`config.mk`:
```
export PLATFORM = sky130hd
export DESIGN_NAME = instruction_fetch
export DESIGN_NICKNAME = d
export VERILOG_FILES = /design/src/rtl/instruction_fetch.sv
export SDC_FILE = /design/constraint.sdc
export NUM_CORES = 1
export LEC_CHECK = 0
export CAP_MARGIN = 0
export CORE_UTILIZATION = 57
export CTS_CLUSTER_SIZE = 8
export DETAILED_ROUTE_END_ITERATION = 10
export PLACE_DENSITY = 0.86
export SLEW_MARGIN = 20
export SYNTH_ARGS = -nofsm -noshare
export SYNTH_HDL_FRONTEND = slang
export SYNTH_SLANG_ARGS = --single-unit
```
`constraint.sdc`:
```
create_clock -name clk -period 4.49 [get_ports clk]
set_input_delay 0.898 -clock clk [delete_from_list [all_inputs] [get_ports clk]]
set_output_delay 0.898 -clock clk [all_outputs]
set_load 0.02 [all_outputs]
```
`src/rtl/instruction_fetch.sv`:
```
`default_nettype none
// ============================================================================
// Module   : instruction_fetch
// Brief    : Single-outstanding-request fetch unit with a one-entry skid
//            buffer, latched redirect and halt handling.
// Revision : 1.0 - initial release
// ============================================================================
module instruction_fetch #(
    parameter logic [31:0] RESET_PC = 32'h0000_3000
) (
    input  logic        clk,
    input  logic        reset,
    output logic        imemReq,
    output logic [31:0] imemAddr,
    input  logic        imemReady,
    input  logic [31:0] imemData,
    input  logic        stall,
    input  logic        redirect,
    input  logic [31:0] redirectPC,
    input  logic        halt,
    output logic [31:0] instruction,
    output logic [31:0] debugPC,
    output logic        bubble,
    output logic        halted
);

    typedef enum logic [1:0] {
        START  = 2'd0,
        FETCH  = 2'd1,
        HOLD   = 2'd2,
        HALTED = 2'd3
    } state_t;

    state_t      state_q, state_d;
    logic        req_q, req_d;
    logic        halted_q, halted_d;
    logic [31:0] pc_q, pc_d;
    logic [31:0] out_instr_q, out_instr_d;
    logic [31:0] out_pc_q, out_pc_d;
    logic        out_valid_q, out_valid_d;
    logic [31:0] skid_instr_q, skid_instr_d;
    logic [31:0] skid_pc_q, skid_pc_d;
    logic        skid_valid_q, skid_valid_d;
    logic        redir_pend_q, redir_pend_d;
    logic [31:0] redir_pc_q, redir_pc_d;
    logic        halt_pend_q, halt_pend_d;

    logic [31:0] w_redir_tgt;
    logic [31:0] w_next_pc;
    logic        w_consume;
    logic        w_free;
    logic        w_halting;
    logic        w_resp;

    assign w_redir_tgt = redirectPC & 32'hFFFF_FFFC;
    assign w_consume   = out_valid_q & ~stall;
    assign w_free      = ~out_valid_q | ~stall;
    assign w_halting   = halt | halt_pend_q;
    assign w_resp      = (state_q == FETCH) & imemReady;
    // A same-cycle redirect beats one latched earlier in the request.
    assign w_next_pc   = redirect     ? w_redir_tgt :
                         redir_pend_q ? redir_pc_q  : pc_q + 32'd4;

    always_comb begin
        state_d      = state_q;
        pc_d         = pc_q;
        out_instr_d  = out_instr_q;
        out_pc_d     = out_pc_q;
        out_valid_d  = out_valid_q;
        skid_instr_d = skid_instr_q;
        skid_pc_d    = skid_pc_q;
        skid_valid_d = skid_valid_q;
        redir_pend_d = redir_pend_q;
        redir_pc_d   = redir_pc_q;
        halt_pend_d  = halt_pend_q;

        if (w_resp && !w_halting && w_free) begin
            out_instr_d = imemData;
            out_pc_d    = pc_q;
            out_valid_d = 1'b1;
        end else if (w_consume) begin
            if (skid_valid_q) begin
                out_instr_d  = skid_instr_q;
                out_pc_d     = skid_pc_q;
                skid_valid_d = 1'b0;
            end else begin
                out_valid_d  = 1'b0;
            end
        end

        case (state_q)
            START: state_d = FETCH;
            FETCH: begin
                if (imemReady) begin
                    redir_pend_d = 1'b0;
                    if (w_halting) begin
                        state_d = HALTED;
                    end else begin
                        pc_d = w_next_pc;
                        if (!w_free) begin
                            skid_instr_d = imemData;
                            skid_pc_d    = pc_q;
                            skid_valid_d = 1'b1;
                            state_d      = HOLD;
                        end
                    end
                end else begin
                    if (halt) halt_pend_d = 1'b1;
                    if (redirect) begin
                        redir_pend_d = 1'b1;
                        redir_pc_d   = w_redir_tgt;
                    end
                end
            end
            HOLD: begin
                // No request is outstanding here, so halt takes effect at once.
                if (halt) begin
                    state_d = HALTED;
                end else begin
                    if (redirect) pc_d = w_redir_tgt;
                    if (!stall) state_d = FETCH;
                end
            end
            HALTED: ;
            default: state_d = START;
        endcase

        req_d    = (state_d == FETCH);
        halted_d = (state_d == HALTED);
    end

    always_ff @(posedge clk or negedge reset) begin
        if (!reset) begin
            state_q      <= START;
            req_q        <= 1'b0;
            halted_q     <= 1'b0;
            pc_q         <= RESET_PC;
            out_instr_q  <= 32'd0;
            out_pc_q     <= 32'd0;
            out_valid_q  <= 1'b0;
            skid_instr_q <= 32'd0;
            skid_pc_q    <= 32'd0;
            skid_valid_q <= 1'b0;
            redir_pend_q <= 1'b0;
            redir_pc_q   <= 32'd0;
            halt_pend_q  <= 1'b0;
        end else begin
            state_q      <= state_d;
            req_q        <= req_d;
            halted_q     <= halted_d;
            pc_q         <= pc_d;
            out_instr_q  <= out_instr_d;
            out_pc_q     <= out_pc_d;
            out_valid_q  <= out_valid_d;
            skid_instr_q <= skid_instr_d;
            skid_pc_q    <= skid_pc_d;
            skid_valid_q <= skid_valid_d;
            redir_pend_q <= redir_pend_d;
            redir_pc_q   <= redir_pc_d;
            halt_pend_q  <= halt_pend_d;
        end
    end

    assign imemReq     = req_q;
    assign imemAddr    = pc_q;
    assign instruction = out_instr_q;
    assign debugPC     = out_pc_q;
    assign bubble      = ~out_valid_q;
    assign halted      = halted_q;

endmodule
`default_nettype wire

```
==> impl_results.md <==
- Fraction of layout cells with a size suffix above 1: 16.0%
- Vias in the first global route: 6911
- Status: finished, final reports clean
- Synth Area in Adders: 0.688%
- Final instance area: 0.0114 mm^2
- Post-synth top cells: dfrtp_1 (190), o21ai_0 (94), nand2_1 (93)
- Largest net degree at the start of global routing: 97
- Top FF cell, synth: dfrtp_1
- P_sw: 2.75 mW
- Max_cap viols: 0
- Setup CP Type: in -> reg
- RSZ-0062 raised after global routing: no
- Hold-fix buffers, CTS: 0
- Layout Skew: 0.00887 ns
- Starting DRT DRC Count: 586
- Root buffer cell: clkbuf_16
- Fin crit share: 62.6%
- Post-synthesis mux area share: 18.9%
- Count leader, synth: dfrtp_1
- Post-synthesis cell area: 0.00910 mm^2
- Largest cells by area after synthesis: dfrtp_1 (52%), mux2_2 (11%), mux2i_1 (7.6%)
- Async S/R FF share, synth: 100%
- Reg power frac: 39.7%
- Fill count: 1096
- Fin crit period: 2.81 ns
- Hold path depth: 1
- H-tree depth: 4
- Actual slew at the worst max-slew pin: 0.976 ns
- Clock tree buffer depth: 2
- Routed WL: 21.6 mm
- HP Start: redir_pc_q[21]$_DFFE_PN0P_
- Clock power share: 20.9%
- R2R Path End: imemAddr[18]$_DFFE_PN0P_
- Sequential share of the synthesized area: 52.8%
- Num CTS Buffers: 17
- Combinational power share: 39.4%
- I/O pin total: 169
- # DRC: 0
- Synth warn: 0
- Pwr Density: 622 mW/mm^2
- Initial Util: 59.2%
- Crit path DAT: 3.17 ns
- Largest family of logic cells by synthesized area: multiplexers
- CP Max Fanout: 26
- Placement row count: 45
- CTS Sinks: 192
- DP Worst Slack: 1.30 ns
- Syn_area_per_cell: 11.0 um^2
- Count of final max-slew check failures: 0
- Final net count: 1032
- Xor-xnor portion of the synthesized cell area: 1.64%
- Slew HR: 34.9%
- Peak supply drop: 0.594 mV
- Worst R2R Start: state_q[0]$_DFFE_PN0N_
- Routed length on met2: 10.4 mm
- Synth area leader: dfrtp_1
- Area Growth Syn to Fin: 25.5%
- F_max: 356 MHz
- Post-detail-place hpwl: 13.9 mm
- Vias per std cell: 5.84
- Final Setup Violations: 0
- Clock Pin Slew Worst Setup and Hold Paths: 0.07 ns
- Compound-Gate Fraction of Synth Area: 10.9%
- GRT Overall Usage: 27.7%
- FF+latch count, synth: 192
- TritonCTS clock tree: yes
- ANT cells: 0
- Reg2Reg Setup Slack: 1.90 ns
- Req. time, crit path: 4.85 ns
- Syn Inst Count: 826
- Placed Area: 0.0108 mm^2
- Remaining antenna violation count after routing: 0
- Die H: 128 um
- FF-to-FF path depth: 6
- Post-synthesis cell type count: 62
- First-pass GRT wire length: 35.5 mm
- Clock insertion delay at the later pin of the skew report: 0.43 ns
- Top Metal Used: met4
- Cell Int Power: 4.34 mW
- Worst setup margin: 1.68 ns
- WHS Endpoint: redir_pc_q[21]$_DFFE_PN0P_
- Initial antenna violation count: 0
- Core Footprint: 0.0154 mm^2
- Met3 wire len: 1.54 mm
- I/O Buffers: 162
- DRT Pass-1 Iters: 7
- Setup Buffers After CTS: 0
- Die X: 128 um
- Setup TNS: 0 ns
- Worst setup SP type: input port
- Sw Share: 38.8%
- Yosys top cell area share: 52.3%
- Final hold vios: 0
- Die area: 0.0165 mm^2
- Critical Path End Type: register
- Wire per inst: 18.3 um
- EDFF count, synth: 0
- DR vias: 6900
- Hold Crit Class: reg -> reg
- Metal-1 WL: 9.38 mm
- Post-CTS sizing: 0
- Static Leakage: 5.33 nW
- Grt ovf: 0
- Simple-gate share of the synthesized area: 11.0%
- GP Congestion: 0.855
## power by group through the flow
stage,Clock (mW),Combinational (mW),Sequential (mW)
finish,1.49,2.79,2.82
global route,1.58,3.02,2.89
CTS,1.51,2.78,2.81
detailed placement,0,2.76,2.83
global placement,0,2.68,2.80
floorplan,0,1.28,3.06
## flip-flops by register name, indices dropped and copies added, names as in the netlist
signal and count:
imemReq 1, out_valid_q 1, instruction 32, redir_pc_q 30
skid_instr_q 32, debugPC 30, skid_pc_q 30, skid_valid_q 1
state_q 2, redir_pend_q 1, imemAddr 30, halt_pend_q 1
halted 1
## placed cells by master (no fill, tap or decap), types with 4 or more instances in the layout
cell type / Yosys / routed
a21o_1: 4 / 4
a21oi_1: 33 / 32
a31oi_1: 6 / 6
and3_1: 13 / 12
buf_4: 4 / 9
clkbuf_16: 0 / 17
clkdlybuf4s50_1: 0 / 161
conb_1: 1 / 4
dfrtp_1: 190 / 190
ha_1: 5 / 5
inv_1: 14 / 14
inv_6: 0 / 4
mux2_2: 91 / 91
mux2i_1: 69 / 69
nand2_1: 93 / 93
nand3_1: 29 / 29
nand4_1: 8 / 8
nor2_1: 23 / 23
nor3_1: 5 / 5
o211ai_1: 7 / 7
o21ai_0: 94 / 94
o22ai_1: 4 / 4
xnor2_1: 7 / 7
xor2_1: 10 / 10
## layer usage
layer  GRT usage [%]  vias up
met1            38.0     3439
met3            5.65       25
met4            8.30        0
met5               0        -
li1                -     3185
met2            44.6      251
## final cells by class
class,count,area (um^2),area share [%]
Sequential cell,192,4810,42.1
Clock inverter,15,154,1.35
Timing Repair Buffer,174,1750,15.4
Tap cell,211,264,2.31
Inverter,14,52.6,0.460
Multi-Input combinational cell,558,3960,34.7
Clock buffer,17,425,3.73
## stage by stage
| step | hold WS, ns | power (mW) | std cells | util [%] |
|---|---|---|---|---|
| 2_1_floorplan | 0.451 | 4.35 | 829 | - |
| 3_3_place_gp | 0.469 | 5.49 | 1149 | 70.5 |
| 3_5_place_dp | 0.481 | 5.59 | 1149 | 70.5 |
| 4_1_cts | 0.497 | 7.10 | 1181 | 74.3 |
| 5_1_grt | 0.526 | 7.49 | 1181 | 74.3 |
| 6_report | 0.502 | 7.10 | 1181 | 74.3 |
## worst max path at each step
| stage | depth (start not counted) | slack (ns) | start | to |
|---|---|---|---|---|
| final | 6 | 1.68 | redirect | imemAddr[12]$_DFFE_PN1P_ |
| after floorplan | 6 | 2.33 | stall | instruction[21]$_DFFE_PN0P_ |
| after detailed placement | 6 | 1.30 | redirect | imemAddr[12]$_DFFE_PN1P_ |
| after CTS | 6 | 1.75 | redirect | imemAddr[12]$_DFFE_PN1P_ |
| after global routing | 6 | 1.53 | imemReady | imemAddr[12]$_DFFE_PN1P_ |
| after global placement | 5 | 1.33 | redirect | imemAddr[21]$_DFFE_PN0P_ |
## cells by family after synthesis
group | Yosys count
DFF | 192
AOI/OAI and AO/OA | 173
and+or+nand+nor | 199
buffers and inverters | 79
other | 1
xor gates and xnor gates | 17
adders and majority gates | 5
muxes | 160
## worst max-delay path, stage by stage
cell and delay (ns):
clkdlybuf4s50_1 0.60, nor2b_1 0.33, o221a_2 0.66, nand2_1 0.25
a211oi_1 0.25, a311o_1 0.17
Note: power is estimated with default switching activity, not from simulation.
